[src/rtl/bus_slave_ram.sv]
// bus_slave_ram: single-window bus responder backed by a DEPTH x DATA_W
// register array. A selected request is captured, held for WAIT wait-state
// cycles, then completed with a one-cycle s_ack. Read data is presented in
// the ack cycle and held until the next read completes.
module bus_slave_ram #(
  parameter int DATA_W = 32,
  parameter int ADDR_W = 8,
  parameter int DEPTH  = 32,
  parameter int WAIT   = 1
) (
  input  logic              clk,
  input  logic              reset_n,
  input  logic              s_sel,
  input  logic              s_req,
  input  logic              s_wr,
  input  logic [ADDR_W-1:0] s_addr,
  input  logic [DATA_W-1:0] s_wdata,
  output logic [DATA_W-1:0] s_rdata,
  output logic              s_ack
);

  localparam int OFF_W = $clog2(DEPTH);
  // Counter preload: the WAIT state lasts until the counter has reached 0,
  // so loading WAIT-1 yields exactly WAIT wait-state cycles.
  localparam logic [3:0] WAIT_LOAD = (WAIT > 0) ? 4'(WAIT - 1) : 4'd0;

  typedef enum logic [1:0] {
    ST_IDLE = 2'd0,
    ST_WAIT = 2'd1,
    ST_ACK  = 2'd2
  } state_t;

  state_t             state_reg;
  state_t             state_next;
  logic [3:0]         cnt_reg;
  logic [OFF_W-1:0]   off_reg;
  logic               wr_reg;
  logic [DATA_W-1:0]  wdata_reg;
  logic [DATA_W-1:0]  rdata_reg;
  logic [DATA_W-1:0]  mem [DEPTH];

  logic               start;
  logic [OFF_W-1:0]   rd_off;
  logic               rd_is_write;

  // Upper address bits alias onto the same window and are deliberately unused.
  logic               addr_hi_unused;
  assign addr_hi_unused = ^s_addr[ADDR_W-1:OFF_W];

  assign start   = s_sel & s_req;
  assign s_rdata = rdata_reg;

  // State register.
  always_ff @(posedge clk or negedge reset_n) begin
    if (!reset_n) begin
      state_reg <= ST_IDLE;
    end else begin
      state_reg <= state_next;
    end
  end

  // Next-state logic: IDLE waits for a selected request, WAIT runs the
  // counter down, ACK always returns to IDLE.
  always_comb begin
    state_next = state_reg;
    case (state_reg)
      ST_IDLE: begin
        if (start) begin
          state_next = (WAIT > 0) ? ST_WAIT : ST_ACK;
        end
      end
      ST_WAIT: begin
        if (cnt_reg == 4'd0) begin
          state_next = ST_ACK;
        end
      end
      ST_ACK:  state_next = ST_IDLE;
      default: state_next = ST_IDLE;
    endcase
  end

  // Output decode: acknowledge is high for the single ACK cycle.
  always_comb begin
    s_ack = 1'b0;
    if (state_reg == ST_ACK) begin
      s_ack = 1'b1;
    end
  end

  // Request capture and wait-state counter; inputs outside IDLE are ignored.
  always_ff @(posedge clk or negedge reset_n) begin
    if (!reset_n) begin
      cnt_reg   <= 4'd0;
      off_reg   <= '0;
      wr_reg    <= 1'b0;
      wdata_reg <= '0;
    end else begin
      case (state_reg)
        ST_IDLE: begin
          if (start) begin
            off_reg   <= s_addr[OFF_W-1:0];
            wr_reg    <= s_wr;
            wdata_reg <= s_wdata;
            cnt_reg   <= WAIT_LOAD;
          end
        end
        ST_WAIT: begin
          if (cnt_reg != 4'd0) begin
            cnt_reg <= cnt_reg - 4'd1;
          end
        end
        default: ;
      endcase
    end
  end

  // With no wait states ACK is entered on the capture edge itself, so the
  // read offset must come straight from the bus in that case.
  always_comb begin
    rd_off      = off_reg;
    rd_is_write = wr_reg;
    if (state_reg == ST_IDLE) begin
      rd_off      = s_addr[OFF_W-1:0];
      rd_is_write = s_wr;
    end
  end

  // Read data register: loaded on entry to ACK for reads only, so it holds
  // its value through writes and idle cycles.
  always_ff @(posedge clk or negedge reset_n) begin
    if (!reset_n) begin
      rdata_reg <= '0;
    end else if ((state_next == ST_ACK) && (state_reg != ST_ACK) && !rd_is_write) begin
      rdata_reg <= mem[rd_off];
    end
  end

  // Backing store: cleared on reset, write commits at the edge ending ACK.
  always_ff @(posedge clk or negedge reset_n) begin
    if (!reset_n) begin
      for (int i = 0; i < DEPTH; i++) begin
        mem[i] <= '0;
      end
    end else if ((state_reg == ST_ACK) && wr_reg) begin
      mem[off_reg] <= wdata_reg;
    end
  end

endmodule

[config.mk]
export PLATFORM = sky130hd
export DESIGN_NAME = bus_slave_ram
export DESIGN_NICKNAME = d
export VERILOG_FILES = /design/src/rtl/bus_slave_ram.sv
export SDC_FILE = /design/constraint.sdc
export NUM_CORES = 2
export LEC_CHECK = 0
export CAP_MARGIN = 20
export CORE_ASPECT_RATIO = 1.25
export CORE_UTILIZATION = 57
export CTS_CLUSTER_SIZE = 16
export DETAILED_ROUTE_END_ITERATION = 8
export PLACE_DENSITY = 0.84
export SLEW_MARGIN = 20
export SYNTH_ARGS = -nofsm -noshare
export SYNTH_HDL_FRONTEND = slang
export SYNTH_SLANG_ARGS = --single-unit
export TNS_END_PERCENT = 10
[constraint.sdc]
create_clock -name clk -period 2.5 [get_ports clk]
set_input_delay 0.25 -clock clk [delete_from_list [all_inputs] [get_ports clk]]
set_output_delay 0.25 -clock clk [all_outputs]
set_load 0.03 [all_outputs]
==> parameters.txt <==
Parameter                              Value

STA
  Final period util    104%
  Setup violation total in the final timing report    22
  Final slew viol count    0
  Transition time at the pin with the least slew margin    1.18 ns
  Unrepaired setup endpoints after global routing    true
  Final number of hold-violating endpoints    0
  Final setup TNS    -0.668 ns
  Worst Hold Slack    0.0877 ns
  Fin Clk Skew    0.0331 ns
  Final Worst Setup Slack    -0.0941 ns
  Worst slew margin relative to its limit    21.3%
  Final critical delay including setup and external delays    2.59 ns
  Maximum achievable frequency    0.385 GHz

Floorplanning
  Die height    333 µm
  Placeable core region    86900 µm²
  Effective utilization at floorplan    57.5%
  Top-Level Pins    78
  Die outline width    267 µm
  Cell Rows    121
  Die Area    88800 µm²

Yosys
  Total standard cell area after synthesis    49900 µm²
  Count of flip-flops with a built-in enable after synthesis    0
  Instance count of the mapped netlist    3957
  Synthesized area per cell    12.6 µm²
  Warning count from the yosys run    0
  Total of flip-flops plus latches after synthesis    1100
  Number of distinct library cell variants in the gate-level netlist after synthesis    50
  Most used DFF post-synth    dfrtp_1
  Net count of the mapped netlist    4004
  Proportion of register bits with asynchronous set or reset after synthesis    100%
  Part of the Yosys area used for sequential elements    55.1%

Routing
  DRC viols    2
  Final ANT Viol Nets    0
  Via count    35444
  Number of iterations in the first detailed-routing pass    8
  Number of DRC markers in iteration 0    4053
  Post-detailed-routing wire length    149000 µm
  Detail-routed net length per standard cell    28.2 µm
  Post-detailed-route via-to-cell ratio    6.71

CTS
  Maximum clock insertion buffer count    3
  Worst-skew pair later-pin latency    0.70 ns
  Sink Count    1100
  Number of levels the H-tree was split into    3
  Cts bufs inserted    102
  Cell chosen for the clock root    clkbuf_16
  Clock Pin Slew Worst Setup and Hold Paths    0.06 ns
  CTS tree    done

Worst setup path
  Worst Reg2Reg Path Length in Cells    10
  Type of element capturing the critical path    register
  Source of the worst register-to-register timing path    cnt_reg[1]
  Register-to-register path setup slack    -0.09 ns
  Cell seen most often among critical-path stages    buf_12
  Maximum fanout encountered on the critical timing path    6
  Max stage delay cell, worst path    or4_4
  Worst flop-to-flop path endpoint    s_rdata[14]
  Worst endpoint required time    3.10 ns
  Crit path largest cell delay    0.51 ns
  Worst Path Class, Setup    reg2reg
  Startpoint types    register
  Cells along the critical path    inv_2 > ha_1 > or3b_4 > or4_4 > or2_4 > buf_12 > buf_12 > a31oi_4 > nand4_1 > o2111ai_2
  WP data arrival    3.20 ns

Power and ir drop
  Maximum resistive drop on vdd    0.528 mV
  Power per cell area    748 nW/µm²
  Reported leakage power    27.9 nW

Placement
  Count of input and output buffers    74
  Cell Area, Placed    54400 µm²
  Total half-perimeter wirelength after legalization and detailed placement    85100 µm
  RePlAce Congestion    0.865

Global route
  Number of antenna violations at the first check in global routing    2
  Overall track demand over capacity in global routing    33.7%
  Via count of the first global-routing pass    37243
  Largest net degree at the start of global routing    129
  Overflow left after global routing    0
  First-pass GRT wire length    226000 µm

Finish
  Fraction of layout instances using a drive strength above 1    39.2%
  Commonest cells after routing, fill and taps aside    dfrtp_1, mux2_2, nand2_1
  Area growth from synthesis to layout    16.8%
  Antenna fix cells    0
  Commonest non-fill, non-tap cell in the layout    dfrtp_1
  Number of flip-flops in the largest register    1024
  Number of nets in the layout    4074
  Final design utilization    67.1%
  Final cell area excluding filler cells    58300 µm²

Hold path
  Launch instance of the worst min-delay path    s_wdata[4]
  Worst min-delay path endpoint    wdata_reg[4]
  Min-Delay Path Class    in2reg
  Hold Path Stages    3

Status
  Violations in the final reports    DRC, setup timing
  Status    complete, but fails checks

Job
  Number of max-cap violations    0
[critical path: cells and delay by family (launching register included)]
kind / cells / cell delay [ns]
AND/OR/NAND/NOR: 4 / 1.34
flip-flops: 1 / 0.39
buffers and inverters: 3 / 0.36
AO/OA/AOI/OAI: 2 / 0.26
adder cells (fa/ha/maj): 1 / 0.13
[worst max path at each step]
stage / end / depth (start not counted) / from
floorplan: s_rdata[15] / 11 / cnt_reg[0]
global placement: s_rdata[13] / 9 / s_addr[1]
detailed placement: s_rdata[13] / 10 / cnt_reg[1]
CTS: s_rdata[22] / 10 / cnt_reg[1]
global route: s_rdata[14] / 10 / cnt_reg[0]
finish: s_rdata[14] / 10 / cnt_reg[1]
[cell type report]
type / count / area [µm²]
Clock inverter: 40 / 601
Clock buffer: 149 / 3020
Tap cell: 1168 / 1460
Inverter: 3 / 11.3
Sequential cell: 1100 / 27500
Fill cell: 5576 / 28600
Timing Repair Buffer: 356 / 4400
Multi-Input combinational cell: 2464 / 21300
[synthesized netlist by cell type, drive strengths merged (33+ instances only)]
library cell | count | area [µm²]
mux2 | 1026 | 11600
o221ai | 64 | 561
buf | 143 | 677
a31oi | 33 | 206
nand2 | 417 | 1570
dfrtp | 1100 | 27500
o21ai | 135 | 687
nor3 | 68 | 345
nand3 | 222 | 1110
a21oi | 71 | 355
nand4 | 63 | 394
mux2i | 135 | 1350
clkbuf | 247 | 928
mux4 | 61 | 1370
[per-layer routing]
metal  part of all wire, %  track usage (%)  vias to the layer above
met5                 0.022                0                        -
met4                   6.4             20.3                        4
met3                   9.7             7.07                      582
met2                    47             52.5                     2116
met1                    37             43.5                    18286
li1                      -                -                    14456
[through the flow]
step,worst slack [ns],instances,power [mW]
global route,-0.154,5280,44.8
global placement,-0.0714,5087,26.5
finish,-0.0941,5280,43.6
floorplan,0.0773,3957,23.6
detailed placement,-0.144,5087,26.8
CTS,-0.000507,5280,43.4
[cells by family (layout without fill, tap and decap cells)]
kind of cell | Yosys count | after routing | synth area share, %
multiplexers | 1222 | 1222 | 28.6
AND/OR/NAND/NOR | 827 | 827 | 7.51
AO/OA/AOI/OAI | 411 | 411 | 5.43
buffers and inverters | 393 | 548 | 3.24
flip-flops | 1100 | 1100 | 55.1
XOR/XNOR | 2 | 2 | 0.0351
adder cells (fa/ha/maj) | 2 | 2 | 0.0501
[report_power, final]
part	internal, mW	switching (mW)	leakage, nW
combinational	2.78	3.72	10.9
clock	9.84	6.92	1.77
sequential	18.8	1.57	15.2
total	31.4	12.2	27.9
[repair_timing]
item / 4_1_cts / 5_1_grt
hold buffers: 1 / 0
endpoints found under the setup margin: 31 / 74
gates resized for setup: 22 / 33
cloned: 0 / 0
buffers inserted: 3 / 0
pin swaps: 2 / 17
endpoints found under the hold margin: 173 / 0
(Power assumes the default switching activity.)
